**config.mk**
```make
export PLATFORM = sky130hd
export DESIGN_NAME = shift_add_mac
export DESIGN_NICKNAME = d
export VERILOG_FILES = /design/src/rtl/shift_add_mac.sv
export SDC_FILE = /design/constraint.sdc
export NUM_CORES = 1
export LEC_CHECK = 0
export CAP_MARGIN = 30
export CORE_ASPECT_RATIO = 1.25
export CORE_UTILIZATION = 30
export CTS_CLUSTER_DIAMETER = 30
export DETAILED_ROUTE_END_ITERATION = 6
export GPL_TIMING_DRIVEN = 0
export PLACE_DENSITY = 0.55
export SLEW_MARGIN = 20
export SYNTH_ARGS = -nofsm -noshare
export SYNTH_HDL_FRONTEND = slang
export SYNTH_SLANG_ARGS = --single-unit
export TNS_END_PERCENT = 5
```
**constraint.sdc**
```tcl
create_clock -name clk -period 2.8 [get_ports clk]
set_clock_uncertainty 0.15 [all_clocks]
set_input_delay 0.56 -clock clk [delete_from_list [all_inputs] [get_ports clk]]
set_output_delay 0.56 -clock clk [all_outputs]
set_load 0.01 [all_outputs]
```
**src/rtl/shift_add_mac.sv**
```systemverilog
// shift_add_mac: sequential shift-and-add multiplier with a final addend stage.
// Computes Product = Multiplicand * Multiplier + Addend (unsigned, 5x5 + 5 -> 10 bits)
// with a fixed 6-cycle latency: 5 CALC cycles of shift/add, then 1 ADDC cycle.
//
// Handshake: start/ready is a request/status pair, not a queue. start is sampled
// only on a rising edge while the FSM is IDLE (ready=1); that edge latches the
// operands and drops ready. A start seen in CALC or ADDC is discarded. ready rises
// on the edge that writes Product, and Product then holds until the next completion.
module shift_add_mac (
  input  logic       clk,
  input  logic       rst,
  input  logic       start,
  input  logic [4:0] Multiplicand,
  input  logic [4:0] Multiplier,
  input  logic [4:0] Addend,
  output logic [9:0] Product,
  output logic       ready,
  output logic [1:0] dbg_state
);

  typedef enum logic [1:0] {
    IDLE = 2'd0,
    CALC = 2'd1,
    ADDC = 2'd2
  } state_t;

  state_t     state_q, state_d;
  logic [4:0] a_q, a_d;
  logic [4:0] c_q, c_d;
  logic [5:0] hi_q, hi_d;
  logic [4:0] lo_q, lo_d;
  logic [2:0] cnt_q, cnt_d;
  logic [9:0] product_q, product_d;
  logic       ready_q, ready_d;
  logic [5:0] sum;

  // Register all state; reset clears everything and leaves the block ready.
  always_ff @(posedge clk or negedge rst) begin
    if (!rst) begin
      state_q   <= IDLE;
      a_q       <= 5'd0;
      c_q       <= 5'd0;
      hi_q      <= 6'd0;
      lo_q      <= 5'd0;
      cnt_q     <= 3'd0;
      product_q <= 10'd0;
      ready_q   <= 1'b1;
    end else begin
      state_q   <= state_d;
      a_q       <= a_d;
      c_q       <= c_d;
      hi_q      <= hi_d;
      lo_q      <= lo_d;
      cnt_q     <= cnt_d;
      product_q <= product_d;
      ready_q   <= ready_d;
    end
  end

  // Next-state and datapath control for IDLE -> CALC (x5) -> ADDC -> IDLE.
  always_comb begin
    state_d   = state_q;
    a_d       = a_q;
    c_d       = c_q;
    hi_d      = hi_q;
    lo_d      = lo_q;
    cnt_d     = cnt_q;
    product_d = product_q;
    ready_d   = ready_q;
    // Partial-product add; hi_q[5] is always 0 here because the previous shift
    // brought in a zero, so the 6-bit sum keeps the carry without overflow.
    sum       = hi_q + (lo_q[0] ? {1'b0, a_q} : 6'd0);

    case (state_q)
      IDLE: begin
        if (start) begin
          a_d     = Multiplicand;
          c_d     = Addend;
          lo_d    = Multiplier;
          hi_d    = 6'd0;
          cnt_d   = 3'd4;
          ready_d = 1'b0;
          state_d = CALC;
        end
      end
      CALC: begin
        // Shift {sum, lo} right by one: carry lands in hi, sum LSB enters lo MSB.
        hi_d = {1'b0, sum[5:1]};
        lo_d = {sum[0], lo_q[4:1]};
        if (cnt_q == 3'd0) begin
          state_d = ADDC;
        end else begin
          cnt_d = cnt_q - 3'd1;
        end
      end
      ADDC: begin
        product_d = {hi_q[4:0], lo_q} + {5'd0, c_q};
        ready_d   = 1'b1;
        state_d   = IDLE;
      end
      default: begin
        state_d = IDLE;
      end
    endcase
  end

  assign Product   = product_q;
  assign ready     = ready_q;
  assign dbg_state = state_q;

endmodule

```
Yosys cells after proc, flatten, opt, wreduce, memory -nomap -nowiden --
Cells that the tools add are included.
Storage, ports and cells: flip-flop bits (word level) 37, bits of input ports 18, output and inout port bits 13, logic and storage cells 38
Operators by class: $add $sub $neg 3, equality and inequality tests 5, multiplexer cells 13, reduce and logical (&&, ||, !) cells 9
Operator list (number):
- 6-bit one-hot mux with 2 select lines | 1
- 10-bit by 5-bit adder with 10-bit output | 1
- 5-bit 2-to-1 mux | 2
- 5-bit one-hot mux with 2 select lines | 1
- 2-bit AND reduction | 4
- 6-bit by 5-bit adder with 6-bit output | 1
- 3-bit 2-to-1 mux | 2
- 6-bit 2-to-1 mux | 1
- 2-bit != test, second input constant | 3
- 3-bit one-hot mux with 2 select lines | 1
- 2-bit 2-to-1 mux | 2
- 2-bit one-hot mux with 2 select lines | 1
- 2-bit nonzero test | 2
- 3-bit logical NOT | 1
- 3-bit AND reduction | 1
- 3-bit by 1-bit subtractor with 3-bit output, second input constant | 1
- 2-bit by 1-bit equality test with 1-bit output, second input constant | 1
- 2-bit equality test, second input constant | 1
- 2-bit logical NOT | 1
- 1-bit one-hot mux with 2 select lines | 1
- 1-bit 2-to-1 mux | 1

Longest topological paths before layout --
Gate-level depths: netlist (run 1).
word-level depth 3, gate-level depth with buffers 7, mapped depth without buffers 7

Worst setup path before layout (run 1) --
OpenSTA, ideal clock, no wires.
kind register to register, start register lo_q[0], end register product_q[8] (netlist: Product[8]), library setup time 0.087 ns, arrival time 1.785 ns, data required time 2.563 ns, setup slack 0.779 ns, cell stages (with the launch flop) 8, path buffers 0, clock period less this slack 2.021 ns, cells stage by stage dfrtp_1 ha_1 inv_1 fa_1 nor2b_1 o2111ai_1 a2111o_1 o211ai_1
Between the ends: longest elaborated chain between the ends 1
RTL lines:
- start, declared | line 31 | logic [4:0] lo_q, lo_d;
- start signal, assigned | line 53 | lo_q <= lo_d;
- 10-bit by 5-bit adder with 10-bit output | line 97 | product_d = {hi_q[4:0], lo_q} + {5'd0, c_q};
- end signal, assigned | line 55 | product_q <= product_d;
- end, declared | line 33 | logic [9:0] product_q, product_d;
Every way passes these cells. A chain may end at the register's enable or synchronous reset.

Final worst setup path (run 1) --
Same ends and word-level chain as after synthesis.

==> flow_summary.yaml, run 1 <==
run_status:
  run_status: "completed"
floorplanning:
  floorplan.die.height_um: 93.7
  floorplan.core_area_um2: 6520
  die_w_um: 75.4
  fp.dieArea_um2: 7060
  core.rowCount: 33
  io_pins: 31
  floorplan.initialDensity_pct: 30.9
final_layout:
  area.sequential_um2: 902
  fraction_of_final_layout_cells_sized_beyond_drive_strength_1_pct: 13.1
  layout.filler_cells: 702
  multi_input_comb_area_um2: 1010
  synthToLayoutAreaGrowth_pct: 26.2
  antenna_cells: 0
  design.final.nets: 268
critical_path:
  worstSetupStartpointType: "register"
  crit_slowest_cell: "sky130_fd_sc_hd__dfrtp_1"
  worstPathRequired_ns: 2.85
  setup_crit_end_kind: "register"
  timing.setup.critical_path_class: "reg2reg"
  critical_path.max_stage_delay_ns: 0.47
  path_cells: "ha_1 -> inv_1 -> fa_1 -> nor2b_1 -> o2111ai_1 -> a2111o_1 -> o211ai_1"
  crit_arrival_ns: 2.34
  reg2reg_slack_ns: 0.52
  path_max_fanout: 7
synthesis:
  synth-edff-count: 0
  post_synth_instance_area_um2: 2020
  async_flop_share_pct: 100
  synth_flop_cell: "sky130_fd_sc_hd__dfrtp_1"
  synth_seq_cells: 36
  yosys_warnings: 0
  synth_cell_types: 44
  synth-seq-area-share_pct: 44.7
  mappedNetlistNets: 230
  synthesis.area_per_instance_um2: 10.2
  syn-instance-count: 198
global_route:
  grt_max_degree: 24
  grt_use_total_pct: 13.5
  grt_antenna_before_repair: 0
  grt_pass1_vias: 1604
  grt_pass1_wl_um: 7090
  overflow: 0
cts:
  cts_made_buffers: 5
  post_cts.repair.setup_buffers: 0
  cts_num_sinks: 36
  clock_latency_ns: 0.28
  path_clk_slew_ns: 0.07
  cts_hold_buffers: 0
  htreeDepth: 2
  clock_tree_from_tritoncts: "built"
  cts_max_path_buffers: 2
  cts_repair_resized_insts: 0
  cts_root_buffer: "sky130_fd_sc_hd__clkbuf_8"
power_and_ir_drop:
  power.density_cell_area_nw_per_um2: 1030
  vdd.ir_drop.worst_v: 0.000384
  p_leak_nw: 1.12
timing:
  tightestPinTransition_ns: 0.567
  setup_slack_ns: 0.518
  hold_violations: 0
  period_needed_ns: 2.28
  rsz_0062_raised_after_global_routing: "no"
  layout_worst_path_cycle_share_pct: 81.5
  setup_violations: 0
  fin_setup_tns_ns: 0
  finalMaxSlewViolations: 0
  max_slew_margin_pct: 62.0
  fmax_mhz: 438
detailed_routing:
  total_wirelength_of_the_detailed_routed_design_um: 3950
  antenna_violating_nets_post_route: 0
  post_drt_via_cell_ratio: 4.77
  pre_antenna_drt_iters: 4
  routed-via-count: 1545
  route.detailed.drc: 0
  drt_first_iter_violations: 44
  routedWlPerCell_um: 12.2
place:
  detailedPlacementHpwl_um: 3120
  port_buffer_cells: 30
  pre_cts_ws_ns: 0.359
  gp_congestion: 0.736
flow_run:
  max-cap-violations: 0
min_path:
  min_path_type: "in2async"
[Yosys cell counts, types with 4 or more instances]
library cell              count  share of area, %
sky130_fd_sc_hd__a21o_1       5               1.9
sky130_fd_sc_hd__a21oi_1     10               2.5
sky130_fd_sc_hd__a22o_1       6               2.6
sky130_fd_sc_hd__and2_1       7               2.2
sky130_fd_sc_hd__and3b_1      4               1.7
sky130_fd_sc_hd__dfrtp_1     35                43
sky130_fd_sc_hd__ha_1        12               7.4
sky130_fd_sc_hd__inv_1       10               1.9
sky130_fd_sc_hd__mux2_2      10               5.6
sky130_fd_sc_hd__nand2_1     21               3.9
sky130_fd_sc_hd__nand3_1      6               1.5
sky130_fd_sc_hd__nor2_1      10               1.9
sky130_fd_sc_hd__o21ai_0     12               3.0
[worst paths after layout]
kind                            start    endpoint  cells after the start
min in group clk           Product[0]  Product[0]                      2
max                           lo_q[0]  Product[8]                      7
max reg2reg                   lo_q[0]  Product[8]                      7
min                               rst  Product[1]                      1
min reg2reg                Product[0]  Product[0]                      2
max in group asynchronous         rst     lo_q[0]                      2
[sequential cells by signal, summed over array words and instances, names as in the netlist]
register   cells
Product       10
a_q            5
c_q            5
cnt_q          3
dbg_state      2
hi_q           5
lo_q           5
ready          1
[worst max-delay path: cells and delay by family, from the launching register on]
family / cells / cell delay [ns]
AND/OR/NAND/NOR: 1 / 0.18
AO/OA/AOI/OAI: 3 / 0.71
flip-flops: 1 / 0.47
adder cells (fa/ha/maj): 2 / 0.63
buffers and inverters: 1 / 0.06
[power breakdown]
group	leakage [nW]	switching [mW]	total (mW)	internal [mW]
Combinational	0.637	0.636	1.32	0.679
Sequential	0.442	0.162	0.923	0.761
Clock	0.0434	0.191	0.390	0.199
[area by class of cell]
class / instances / area share (%)
inverter: 10 / 1.47
timing repair buffer: 31 / 12.7
clock buffer: 6 / 3.24
clock inverter: 2 / 0.589
sequential: 36 / 35.4
buffer: 9 / 2.65
multi-input combinational: 143 / 39.7
tap: 87 / 4.27
[layer usage]
layer / GRT usage [%] / part of all wire, % / vias up / routed length, um
li1: - / - / 781 / -
met1: 16.0 / 45 / 726 / 1760
met2: 22.5 / 50 / 32 / 1990
met3: 3.76 / 3.4 / 6 / 133
met4: 5.40 / 1.6 / 0 / 64
met5: 0 / 0 / - / 0
[kinds of logic (layout without fill, tap and decap cells)]
kind of cell	count (synthesis)	count (layout)	share of synthesized area [%]
xor+xnor	4	4	1.74
compound gates	53	53	17.5
simple gates	62	62	15.9
flops	36	36	44.7
buf+inv	19	58	5.21
mux	10	10	5.58
fa+ha+maj	14	14	9.42
[layout by cell type, fill, tap and decap left out, types with 4 or more instances in the layout]
| master | netlist | routed |
|---|---|---|
| sky130_fd_sc_hd__nand3_1 | 6 | 6 |
| sky130_fd_sc_hd__a22o_1 | 6 | 6 |
| sky130_fd_sc_hd__dfrtp_1 | 35 | 35 |
| sky130_fd_sc_hd__clkbuf_8 | 2 | 8 |
| sky130_fd_sc_hd__clkdlybuf4s50_1 | 0 | 29 |
| sky130_fd_sc_hd__nand2_1 | 21 | 21 |
| sky130_fd_sc_hd__ha_1 | 12 | 12 |
| sky130_fd_sc_hd__and3b_1 | 4 | 4 |
| sky130_fd_sc_hd__mux2_2 | 10 | 10 |
| sky130_fd_sc_hd__nor2_1 | 10 | 10 |
| sky130_fd_sc_hd__a21oi_1 | 10 | 10 |
| sky130_fd_sc_hd__a21o_1 | 5 | 5 |
| sky130_fd_sc_hd__and2_1 | 7 | 7 |
| sky130_fd_sc_hd__o21ai_0 | 12 | 12 |
| sky130_fd_sc_hd__inv_1 | 10 | 10 |
[through the flow]
step	instance area (um^2)	utilization (%)	instances	hold slack (ns)	power [mW]
floorplan	2020	-	198	0.114	1.83
CTS	2550	39.0	324	0.0251	2.67
global route	2550	39.0	324	0.0291	2.90
finish	2550	39.0	324	0.0257	2.63
detailed placement	2450	37.6	316	0.313	2.27
global placement	2430	37.2	315	0.309	2.24
(Power assumes the default switching activity.)
==> run 2: changes to the inputs <==
==> constraint.sdc (replaced) <==
create_clock -name clk -period 2.25 [get_ports clk]
set_clock_uncertainty 0.15 [all_clocks]
set_input_delay 0.45 -clock clk [delete_from_list [all_inputs] [get_ports clk]]
set_output_delay 0.45 -clock clk [all_outputs]
set_load 0.01 [all_outputs]
==> flow_summary.yaml, run 2 (synthesized netlist as in run 1, its figures left out) <==
critical_path:
  path_max_fanout: 7
  path_cells: "and2_1 -> ha_1 -> fa_1 -> a21o_1 -> a21oi_1 -> xnor2_1 -> a22o_1"
  critical_path.max_stage_delay_ns: 0.48
  path_delay_family: "adder cells"
  worstPathRequired_ns: 2.28
  setup_crit_end_kind: "register"
  crit_arrival_ns: 2.17
  timing.setup.critical_path_class: "reg2reg"
  critical_path_buf_inv_count: 0
  crit_slowest_cell: "sky130_fd_sc_hd__dfrtp_2"
  worstSetupStartpointType: "register"
flow_run:
  max-cap-violations: 0
cts:
  cts_num_sinks: 36
  cts_max_path_buffers: 2
  clock_latency_ns: 0.28
  cts_root_buffer: "sky130_fd_sc_hd__clkbuf_8"
  htreeDepth: 2
  cts_made_buffers: 5
  clock_tree_from_tritoncts: "built"
  path_clk_slew_ns: 0.07
global_route:
  grt_max_degree: 24
  overflow: 0
  grt_pass1_wl_um: 7110
  grt_antenna_before_repair: 0
  grt_use_total_pct: 13.5
  grt_pass1_vias: 1606
detailed_routing:
  pre_antenna_drt_iters: 4
  drt_first_iter_violations: 46
  antenna_violating_nets_post_route: 0
  route.detailed.drc: 0
  total_wirelength_of_the_detailed_routed_design_um: 4010
  post_drt_via_cell_ratio: 4.73
  routed-via-count: 1536
  routedWlPerCell_um: 12.3
timing:
  layout_worst_path_cycle_share_pct: 95.4
  setup_violations: 0
  hold_violations: 0
  tightestPinTransition_ns: 0.428
  max_slew_margin_pct: 71.5
  finalMaxSlewViolations: 0
  fin_worst_hold_slack_ns: 0.325
  fmax_mhz: 466
  period_needed_ns: 2.15
  rsz_0062_raised_after_global_routing: "yes"
floorplanning:
  floorplan.die.height_um: 93.7
  io_pins: 31
  floorplan.initialDensity_pct: 30.9
  die_w_um: 75.4
  fp.dieArea_um2: 7060
  floorplan.core_area_um2: 6520
  core.rowCount: 33
run_status:
  run_status: "completed"
power_and_ir_drop:
  power.density_cell_area_nw_per_um2: 1290
  p_leak_nw: 1.13
  vdd.ir_drop.worst_v: 0.000481
final_layout:
  instances_no_fill: 325
  layout.filler_cells: 698
  largest_reg_flops: 10
  final_common_cell: "sky130_fd_sc_hd__dfrtp_1"
  design.final.nets: 269
  most-common-layout-cells: "sky130_fd_sc_hd__dfrtp_1 (34), sky130_fd_sc_hd__clkdlybuf4s50_1 (29), sky130_fd_sc_hd__nand2_1 (21)"
  postLayoutCellArea_um2: 2580
  fraction_of_final_layout_cells_sized_beyond_drive_strength_1_pct: 15.1
  synthToLayoutAreaGrowth_pct: 28.1
  antenna_cells: 0
place:
  port_buffer_cells: 30
  dp.cells: 316
  detailedPlacementHpwl_um: 3120
  gp_congestion: 0.736
  total_cell_area_at_the_placement_stage_um2: 2450
min_path:
  min_path_type: "reg2reg"
## run 2: worst reg2reg max path: stages, from the launching register on
cell and delay, ns:
sky130_fd_sc_hd__dfrtp_2 0.48, sky130_fd_sc_hd__and2_1 0.17, sky130_fd_sc_hd__ha_1 0.20, sky130_fd_sc_hd__fa_1 0.40
sky130_fd_sc_hd__a21o_1 0.20, sky130_fd_sc_hd__a21oi_1 0.18, sky130_fd_sc_hd__xnor2_1 0.08, sky130_fd_sc_hd__a22o_1 0.19
## run 2: area by class of cell
| class | instances | area [um^2] | share of cell area, % |
|---|---|---|---|
| plain buffers | 9 | 67.6 | 2.61 |
| clock buffers | 6 | 82.6 | 3.19 |
| clock inverters | 2 | 15.0 | 0.581 |
| inverters | 10 | 37.5 | 1.45 |
| multi-input cells | 143 | 1040 | 40.1 |
| flip-flops and latches | 36 | 903 | 34.9 |
| well taps | 87 | 109 | 4.21 |
| repair buffers | 32 | 333 | 12.9 |
## run 2: final timing paths
kind	startpoint	to	slack (ns)	cells past startpoint
max in group asynchronous	rst	lo_q[0]	1.05	3
worst min register to register	Product[0]	Product[0]	0.33	2
worst min-delay path	Product[0]	Product[0]	0.33	2
worst max-delay path	lo_q[0]	hi_q[3]	0.10	7
min in group asynchronous	rst	Product[1]	0.45	2
worst max register to register	lo_q[0]	hi_q[3]	0.10	7
## run 2: report_power, final
group | internal, mW | switching [mW] | leakage (nW) | total (mW)
Sequential | 0.949 | 0.213 | 0.440 | 1.16
Combinational | 0.869 | 0.810 | 0.643 | 1.68
Clock | 0.248 | 0.238 | 0.0434 | 0.486
## run 2: what timing repair did
action                                  in CTS  in global routing
gates resized for setup                      1                  5
hold buffers                                 1                  0
buffers inserted                             0                  0
endpoints found under the hold margin       12                  0
cloned                                       0                  0
endpoints found under the setup margin       1                  2
## run 2: stage by stage
stage	power, mW	TNS (ns)	utilization, %	setup slack [ns]
6_report	3.33	0	39.6	0.104
5_1_grt	3.67	-0.0135	39.6	-0.0135
4_1_cts	3.33	0	39.2	0.00973
3_5_place_dp	2.82	-0.560	37.6	-0.0810
3_3_place_gp	2.78	-10.87	37.2	-0.297
2_1_floorplan	2.28	0	-	0.229
## run 2: layer usage
layer  track usage (%)  wire length [um]  vias up
met5                 0                 0        -
met4              5.40                51        0
met3              3.76               115        4
met2              22.6              2060       27
met1              16.0              1780      724
li1                  -                 -      781
